[src/rtl/vending_change_dispenser.sv]
// Change dispenser: pays out a whole-dollar change amount one $1 pulse at a time,
// using a pulse/ack handshake with the hopper and reporting done or fault.
module vending_change_dispenser #(
  parameter int unsigned AMT_W       = 4,
  parameter int unsigned ACK_TIMEOUT = 15,
  parameter int unsigned GAP_CYCLES  = 2
) (
  input  logic             clk,
  input  logic             reset,
  input  logic             req_valid,
  input  logic [AMT_W-1:0] req_amount,
  output logic             req_ready,
  output logic             disp_pulse,
  input  logic             hopper_ack,
  input  logic             hopper_empty,
  input  logic             clear_fault,
  output logic             busy,
  output logic             done,
  output logic             fault,
  output logic [AMT_W-1:0] dispensed,
  output logic [AMT_W-1:0] remaining
);

  // One timer serves both the ack window and the inter-pulse gap.
  localparam int unsigned TMR_MAX = (ACK_TIMEOUT > GAP_CYCLES) ? ACK_TIMEOUT : GAP_CYCLES;
  localparam int unsigned TMR_W   = $clog2(TMR_MAX + 1);

  localparam logic [2:0] S_IDLE     = 3'd0;
  localparam logic [2:0] S_ISSUE    = 3'd1;
  localparam logic [2:0] S_WAIT_ACK = 3'd2;
  localparam logic [2:0] S_GAP      = 3'd3;
  localparam logic [2:0] S_DONE     = 3'd4;
  localparam logic [2:0] S_FAULT    = 3'd5;

  logic [2:0]       r_state;
  logic [TMR_W-1:0] r_timer;
  logic [AMT_W-1:0] r_dispensed;
  logic [AMT_W-1:0] r_remaining;
  logic             r_req_ready;
  logic             r_disp_pulse;
  logic             r_busy;
  logic             r_done;
  logic             r_fault;

  logic [2:0]       w_state_nxt;
  logic [TMR_W-1:0] w_timer_nxt;
  logic [AMT_W-1:0] w_dispensed_nxt;
  logic [AMT_W-1:0] w_remaining_nxt;

  // State, counters and Moore outputs; outputs are registered from the next state.
  always_ff @(posedge clk or posedge reset) begin
    if (reset) begin
      r_state      <= S_IDLE;
      r_timer      <= '0;
      r_dispensed  <= '0;
      r_remaining  <= '0;
      r_req_ready  <= 1'b1;
      r_disp_pulse <= 1'b0;
      r_busy       <= 1'b0;
      r_done       <= 1'b0;
      r_fault      <= 1'b0;
    end else begin
      r_state      <= w_state_nxt;
      r_timer      <= w_timer_nxt;
      r_dispensed  <= w_dispensed_nxt;
      r_remaining  <= w_remaining_nxt;
      r_req_ready  <= (w_state_nxt == S_IDLE);
      r_disp_pulse <= (w_state_nxt == S_ISSUE);
      r_busy       <= (w_state_nxt != S_IDLE);
      r_done       <= (w_state_nxt == S_DONE);
      r_fault      <= (w_state_nxt == S_FAULT);
    end
  end

  // Next-state and counter logic.
  always_comb begin
    w_state_nxt     = r_state;
    w_timer_nxt     = r_timer;
    w_dispensed_nxt = r_dispensed;
    w_remaining_nxt = r_remaining;
    case (r_state)
      S_IDLE: begin
        if (req_valid) begin
          w_remaining_nxt = req_amount;
          w_dispensed_nxt = '0;
          if (req_amount == '0) begin
            w_state_nxt = S_DONE;
          end else if (hopper_empty) begin
            w_state_nxt = S_FAULT;
          end else begin
            w_state_nxt = S_ISSUE;
          end
        end
      end
      S_ISSUE: begin
        w_state_nxt = S_WAIT_ACK;
        w_timer_nxt = '0;
      end
      S_WAIT_ACK: begin
        // An ack in the final window cycle still counts.
        if (hopper_ack) begin
          w_remaining_nxt = r_remaining - AMT_W'(1);
          w_dispensed_nxt = r_dispensed + AMT_W'(1);
          w_timer_nxt     = '0;
          w_state_nxt     = (r_remaining == AMT_W'(1)) ? S_DONE : S_GAP;
        end else if (r_timer == TMR_W'(ACK_TIMEOUT - 1)) begin
          w_state_nxt = S_FAULT;
        end else begin
          w_timer_nxt = r_timer + TMR_W'(1);
        end
      end
      S_GAP: begin
        if (r_timer == TMR_W'(GAP_CYCLES - 1)) begin
          w_timer_nxt = '0;
          w_state_nxt = hopper_empty ? S_FAULT : S_ISSUE;
        end else begin
          w_timer_nxt = r_timer + TMR_W'(1);
        end
      end
      S_DONE: begin
        w_state_nxt = S_IDLE;
      end
      S_FAULT: begin
        if (clear_fault) begin
          w_state_nxt = S_IDLE;
        end
      end
      default: begin
        w_state_nxt = S_IDLE;
      end
    endcase
  end

  assign req_ready  = r_req_ready;
  assign disp_pulse = r_disp_pulse;
  assign busy       = r_busy;
  assign done       = r_done;
  assign fault      = r_fault;
  assign dispensed  = r_dispensed;
  assign remaining  = r_remaining;

endmodule

[config.mk]
export PLATFORM = sky130hd
export DESIGN_NAME = vending_change_dispenser
export DESIGN_NICKNAME = d
export VERILOG_FILES = /design/src/rtl/vending_change_dispenser.sv
export SDC_FILE = /design/constraint.sdc
export NUM_CORES = 1
export LEC_CHECK = 0
export ABC_CLOCK_PERIOD_IN_PS = 2050
export CELL_PAD_IN_SITES_DETAIL_PLACEMENT = 0
export CELL_PAD_IN_SITES_GLOBAL_PLACEMENT = 2
export CORE_UTILIZATION = 28
export DETAILED_ROUTE_END_ITERATION = 8
export GPL_TIMING_DRIVEN = 0
export HOLD_SLACK_MARGIN = 0.05
export PLACE_DENSITY_LB_ADDON = 0.1
export SYNTH_ARGS = -nofsm -noshare
export SYNTH_HDL_FRONTEND = slang
export SYNTH_SLANG_ARGS = --single-unit
[constraint.sdc]
create_clock -name clk -period 2.05 [get_ports clk]
set_input_delay 0.205 -clock clk [delete_from_list [all_inputs] [get_ports clk]]
set_output_delay 0.205 -clock clk [all_outputs]
set_load 0.02 [all_outputs]
# Yosys cells after proc, flatten, opt, wreduce, memory -nomap -nowiden

Index checks and enable logic that the tools add are counted.
W data, S select, Z words.

Add/sub/neg operators: 3
Equality and inequality tests: 13
Multiplexer cells: 19
Reductions and logical operators: 8

Operators with widths:

| operator              | number |
|---|---|
| $mux W4               | 7 |
| $mux W3               | 8 |
| $pmux W4 S2           | 2 |
| $pmux W3 S5           | 1 |
| $pmux W4 S3           | 1 |
| $eq A3 B3 Y1 const B  | 3 |
| $add A4 B1 Y4 const B | 2 |
| $eq A4 B1 Y1 const B  | 2 |
| $eq A3 B1 Y1 const B  | 2 |
| $eq A3 B2 Y1 const B  | 2 |
| $logic_not A3 Y1      | 2 |
| $reduce_bool A3 Y1    | 2 |
| $eq A4 B4 Y1 const B  | 1 |
| $logic_not A4 Y1      | 1 |
| $ne A2 B2 Y1 const B  | 2 |
| $sub A4 B1 Y4 const B | 1 |
| $ne A3 B3 Y1 const B  | 1 |
| $reduce_and A3 Y1     | 1 |
| $reduce_and A2 Y1     | 1 |
| $reduce_bool A2 Y1    | 1 |

Flip-flop bits (word level): 20
Output and inout bits: 13
Logic and storage cells: 52

# Depth between registers and ports, before layout

Gate-level depths: netlist of run 1.

Depth in word-level cells: 5
Depth in mapped cells: 7
Depth with buffers taken out: 7

# Worst setup path after synthesis of run 1

Ideal clock, no wire load.

Path type: register to register
Start point: reg r_remaining[1] (netlist: remaining[1])
End point: reg r_busy (netlist: busy)
Arrival: 1,850 ps
Data required time: 1,919 ps
Slack: 69 ps
Cell stages (with the launch flop): 8
Path buffers: 0
Cell sequence: dfrtp_1 inv_1 ha_1 and4bb_1 a22o_1 a2111oi_4 inv_2 or3_1

Longest elaborated chain between the ends: 5

Ends and longest elaborated chain:

| item                     | RTL line | RTL |
|---|---|---|
| from (decl)              | 38       | `logic [AMT_W-1:0] r_remaining;` |
| from (signal assigned)   | 66       | `r_remaining <= w_remaining_nxt;` |
| $eq A4 B1 Y1             | 105      | `w_state_nxt = (r_remaining == AMT_W'(1)) ? S_DONE : S_GAP;` |
| $mux W3                  | 105      |  |
| $mux W3                  | 101      | `if (hopper_ack) begin` |
| $pmux W3 S5              | 81       | `case (r_state)` |
| named net w_state_nxt[2] | 45       | `logic [2:0] w_state_nxt;` |
| $reduce_bool A3 Y1       | 69       | `r_busy <= (w_state_nxt != S_IDLE);` |
| to (signal assigned)     | 69       |  |
| to (decl)                | 41       | `logic r_busy;` |

The timed path passes the listed nets, and every way through them passes these cells.
A chain may end at the register's enable or synchronous reset.

# Final worst setup path of run 1

Start point: reg r_timer[0]
End point: reg r_busy (netlist: busy)

Longest elaborated chain between the ends: 5

Ends and longest elaborated chain:

| item                     | RTL line | RTL |
|---|---|---|
| from (decl)              | 36       | `logic [TMR_W-1:0] r_timer;` |
| from (signal assigned)   | 64       | `r_timer <= w_timer_nxt;` |
| $eq A4 B4 Y1             | 106      | `end else if (r_timer == TMR_W'(ACK_TIMEOUT - 1)) begin` |
| $mux W3                  | 106      |  |
| $mux W3                  | 101      |  |
| $pmux W3 S5 *            | 81       |  |
| named net w_state_nxt[2] | 45       |  |
| $reduce_bool A3 Y1 *     | 69       |  |

The timed path passes the listed nets; every way through them passes the cells marked *.

==> results.ini, run 1 <==
[floorplan]
io_pins=23
die_w_um=65.63
dieArea_sq_mm=0.004307
fp.dieH_um=65.63
initial_core_util_pct=30.06
core_sq_mm=0.003771
rows=22

[synthesis]
netlist_instances=110
synth_fp_nets=126
postSynthAreaPerCell_sq_um=10.31
synth.distinct_cells=41
syn_area_sq_mm=0.001134
async_flop_share_pct=100.0
synth_flop_cell=dfrtp_1
yosysSeqAreaShare_pct=44.26
synth_warnings=0
synth_edf_count=0
synth-seq-cells=20

[routing]
wl_mm=2.550
remaining_drc_errors=0
dr.pass1.iters=4
via_count=951
ant_nets=0
post_drt_wl_per_cell_um=13.35
drt-vias-per-instance=4.979
drtIter0Drc=52

[worst_setup_path]
required_ns=2.19
arrival_ns=2.11
end_kind=flop
r2r_start=r_timer[0]
worstSetupStartpointType=flop
cp_max_fo=4
worstSetupPathType=reg2reg
crit_start=r_timer[0]

[finish]
final_nets=160
final_util_pct=41.41
area_growth_pct=37.75
stdcell_area_sq_mm=0.001562
final_cell_mix=clkdlybuf4s50_1 (22), dfrtp_1 (18), o21ai_0 (9), buf_4 (8)
fill_cells=368
drive_gt1_share_pct=18.88
num_antenna_cells=0
final_common_cell=clkdlybuf4s50_1

[clock_network]
cts_inserted_buffers=3
cts.sinks=20
hold_buffers=0
clock-root-buffer=clkbuf_8
clk_pin_slew_ns=0.08
cts_tree=built
clkLatencyLatePin_ns=0.26
cts-htree-levels=1
clock_path_buffers=2

[global_route]
grt_overflow=0
antenna_found_initial=0
grt_pass1_vias=918
grt_pass1_wl_mm=4.491
grt_max_degree=21
grt_use_total_pct=14.01

[power]
irDropWorstVdd_uv=503.7
finalPower_mw=2.223
leakage_nw=0.6812
powerDensity_mw_per_mm2=1423

[placed_design]
portBuffers=22
place_congestion=0.7757
dp_hpwl_mm=1.896
dpl-instance-area_sq_mm=0.001414
pre_cts_slack_ns=-0.2096

[timing]
final_hold_viol_count=0
postLayoutSetupSlackWorst_ns=0.08209
clock_skew_ns=0.002442
worst_slew_pin_slew_ns=0.7868
setup_violations=0
min_period_over_period_pct=96.00
rsz0062_at_grt=no
drv_slew=0
fin_crit_ns=1.968
slew_headroom_pct=47.49
max_freq_ghz=0.5082

[worst_hold_path]
hp-class=in2async

[flow_run]
drv_cap=0

[status]
status=complete, no violations

timing repair:
action / in CTS / in global routing
pin swaps: 0 / 1
setup endpoints to repair: 1 / 11
buffers inserted: 1 / 6
endpoints found under the hold margin: 0 / 0
resized for setup: 0 / 5
registers in the layout (all words and copies together), names as in the netlist:
| signal | flops |
|---|---|
| r_state | 3 |
| remaining | 4 |
| busy | 1 |
| fault | 1 |
| disp_pulse | 1 |
| done | 1 |
| r_timer | 4 |
| dispensed | 4 |
| req_ready | 1 |
cells by family after synthesis:
family                     count (synthesis)  synth area share, %
buffers and inverters                     11                4.745
DFF                                       20                44.26
xor gates and xnor gates                   1               0.7728
AOI/OAI and AO/OA                         29                19.43
adders and majority gates                  6                6.622
muxes                                      1               0.8830
and+or+nand+nor                           42                23.29
synth_stat cells (3+ instances only):
| library cell | number | area [sq um] |
|---|---|---|
| nor3b_1 | 7 | 52.55 |
| dfrtp_1 | 19 | 475.5 |
| nor3_1 | 3 | 15.01 |
| a21oi_1 | 5 | 25.02 |
| a211o_2 | 3 | 30.03 |
| nand3_1 | 5 | 25.02 |
| nand2_1 | 7 | 26.28 |
| or3_1 | 3 | 18.77 |
| ha_1 | 6 | 75.07 |
| nor2_1 | 5 | 18.77 |
| inv_1 | 6 | 22.52 |
| o21ai_0 | 9 | 45.04 |
metrics by stage:
stage	setup TNS (ns)	std cells	hold WS, ns
global route	0	191	0.4629
detailed placement	-0.3882	180	0.5387
global placement	-0.4009	180	0.5165
CTS	0	185	0.4373
floorplan	0	110	0.1681
finish	0	191	0.3901
layer usage:
layer	part of all wire, %	vias to the layer above	GRT usage [%]
met2	48	12	21.81
met5	0	-	0
met4	0.86	0	6.522
li1	-	472	-
met1	49	465	18.86
met3	2.2	2	2.083
layout make-up:
type                    count  area (sq um)  share of cell area (%)
clock buffers               3         41.29                   2.644
repair buffers             29         272.8                   17.47
clock inverters             1         30.03                   1.923
plain buffers               4         27.53                   1.763
inverters                   7         26.28                   1.683
well taps                  48         60.06                   3.846
flip-flops and latches     20         503.0                   32.21
multi-input cells          79         600.6                   38.46
power by group:
group          total [mW]  internal [mW]  switching, mW  leakage (nW)
sequential          0.659          0.535          0.124         0.256
combinational        1.17          0.558          0.610         0.389
clock               0.396          0.261          0.136        0.0357
final timing paths:
| path | end | slack (ns) | cells after the start |
|---|---|---|---|
| max reg2reg | busy | 0.08 | 6 |
| max in group asynchronous | remaining[0] | 1.12 | 2 |
| max | busy | 0.08 | 6 |
| min in group clk | dispensed[1] | 0.55 | 2 |
| min reg2reg | dispensed[1] | 0.55 | 2 |
| min | fault | 0.39 | 2 |
critical path, stage by stage (launching register included):
cell	delay, ns
dfrtp_1	0.41
ha_1	0.20
nor3b_1	0.18
a31o_1	0.26
a2111oi_4	0.34
inv_2	0.09
or3_1	0.37
Power figures use the tool's default switching activity.
==> inputs of run 2 (changes only) <==
- RECOVER_POWER: default -> 50
==> results.ini, run 2 (same netlist as run 1, synthesis figures left out) <==
[timing]
worst_slew_pin_slew_ns=0.7868  ; -0.00001544 ns
setup_violations=0  ; unchanged
max_freq_ghz=0.5081  ; about the same
rsz0062_at_grt=no
fin_crit_ns=1.968  ; +0.00004110 ns
fin_tns_setup_ns=0  ; unchanged
final_hold_viol_count=0  ; unchanged
drv_slew=0  ; unchanged
clock_skew_ns=0.002442  ; +0.0000001100 ns
min_period_over_period_pct=96.00  ; about the same
slew_headroom_pct=47.49  ; about the same

[clock_network]
clock-root-buffer=clkbuf_8
hold_buffers=0  ; unchanged
cts_inserted_buffers=3  ; unchanged
cts.sinks=20  ; unchanged
cts_tree=built
cts-htree-levels=1  ; unchanged
clk_pin_slew_ns=0.08  ; about the same
clock_path_buffers=2  ; unchanged
clkLatencyLatePin_ns=0.26  ; about the same

[worst_setup_path]
worstSetupPathType=reg2reg
end_kind=flop
required_ns=2.19  ; about the same
critical_path_buf_inv_count=1  ; unchanged
max_stage_delay_ns=0.41  ; about the same
cpMaxStageDelayCell=dfrtp_1
cp_max_fo=4  ; unchanged
path_cells=ha_1 > nor3b_1 > a31o_1 > a2111oi_4 > inv_2 > or3_1
worstSetupStartpointType=flop
arrival_ns=2.11  ; about the same
crit_family=compound AO/OA/AOI/OAI gates

[flow_run]
drv_cap=0  ; unchanged

[routing]
via_count=953  ; +0.21%
post_drt_wl_per_cell_um=13.34  ; -0.12%
dr.pass1.iters=4  ; unchanged
drtIter0Drc=52  ; unchanged
wl_mm=2.547  ; -0.12%
drt-vias-per-instance=4.990  ; +0.21%
ant_nets=0  ; unchanged
remaining_drc_errors=0  ; unchanged

[floorplan]
dieArea_sq_mm=0.004307  ; unchanged
fp.dieH_um=65.63  ; unchanged
core_sq_mm=0.003771  ; unchanged
io_pins=23  ; unchanged
rows=22  ; unchanged
die_w_um=65.63  ; unchanged
initial_core_util_pct=30.06  ; unchanged

[placed_design]
place_congestion=0.7757  ; unchanged
dp_hpwl_mm=1.896  ; unchanged
portBuffers=22  ; unchanged

[power]
irDropWorstVdd_uv=503.7  ; unchanged
powerDensity_mw_per_mm2=1417  ; -0.45%
leakage_nw=0.6966  ; +2.3%
finalPower_mw=2.213  ; -0.45%

[global_route]
grt_pass1_vias=918  ; unchanged
antenna_found_initial=0  ; unchanged
grt_use_total_pct=14.01  ; unchanged
grt_max_degree=21  ; unchanged
grt_pass1_wl_mm=4.491  ; unchanged
grt_overflow=0  ; unchanged

[worst_hold_path]
hp-class=in2async

[finish]
fill_cells=368  ; unchanged
final_common_cell=dfrtp_1
drive_gt1_share_pct=18.88  ; unchanged
final_cell_mix=dfrtp_1 (18), clkdlybuf4s50_1 (15), o21ai_0 (9), buf_4 (8)
final_nets=160  ; unchanged
area_growth_pct=37.75  ; unchanged
final_util_pct=41.41  ; unchanged
num_antenna_cells=0  ; unchanged

[status]
status=complete, no violations

run 2: worst register-to-register path: stages, from the launching register on:
cell and delay, ns:
dfrtp_1 0.41, ha_1 0.20, nor3b_1 0.18, a31o_1 0.26, a2111oi_4 0.34, inv_2 0.09, or3_1 0.37
run 2: area by class of cell:
| type | instances | area [sq um] | area share [%] |
|---|---|---|---|
| Buffer | 4 | 27.53 | 1.763 |
| Clock buffer | 3 | 41.29 | 2.644 |
| Clock inverter | 1 | 30.03 | 1.923 |
| Inverter | 7 | 26.28 | 1.683 |
| Multi-Input combinational cell | 79 | 600.6 | 38.46 |
| Sequential cell | 20 | 503.0 | 32.21 |
| Tap cell | 48 | 60.06 | 3.846 |
| Timing Repair Buffer | 29 | 272.8 | 17.47 |
run 2: where the power goes:
group | total (mW) | leakage (nW) | switching [mW] | internal (mW)
Clock | 0.396 | 0.0357 | 0.136 | 0.261
Combinational | 1.16 | 0.405 | 0.610 | 0.549
Sequential | 0.658 | 0.256 | 0.123 | 0.534
Total | 2.21 | 0.697 | 0.869 | 1.34
run 2: stage by stage:
step,hold WS [ns],instance area (sq um),cells,setup WS [ns]
final,0.5273,1562,191,0.08205
after global routing,0.5960,1562,191,0.0007958
after CTS,0.4373,1493,185,0.003873
after detailed placement,0.5387,1414,180,-0.2096
after global placement,0.5165,1414,180,-0.2031
after floorplan,0.1681,1134,110,0.06923
run 2: what timing repair did:
action,4_1_cts,5_1_grt
gates resized for setup,0,5
setup endpoints to repair,1,11
setup buffers,1,6
pin swaps,0,1
run 2: per-layer routing:
metal | wire (um) | up-vias | part of all wire [%] | track usage (%)
met4 | 22 | 0 | 0.86 | 6.522
met5 | 0 | - | 0 | 0
li1 | - | 472 | - | -
met2 | 1233 | 12 | 48 | 21.81
met3 | 56 | 2 | 2.2 | 2.083
met1 | 1235 | 467 | 48 | 18.86
run 2: final timing paths:
path                         startpoint            to  slack (ns)  depth (start not counted)
max in group asynchronous         reset  remaining[0]        0.98                          2
max                          r_timer[0]          busy        0.08                          6
min in group clk           dispensed[1]  dispensed[1]        0.55                          2
min reg2reg                dispensed[1]  dispensed[1]        0.55                          2
max reg2reg                  r_timer[0]          busy        0.08                          6
min                               reset         fault        0.53                          2
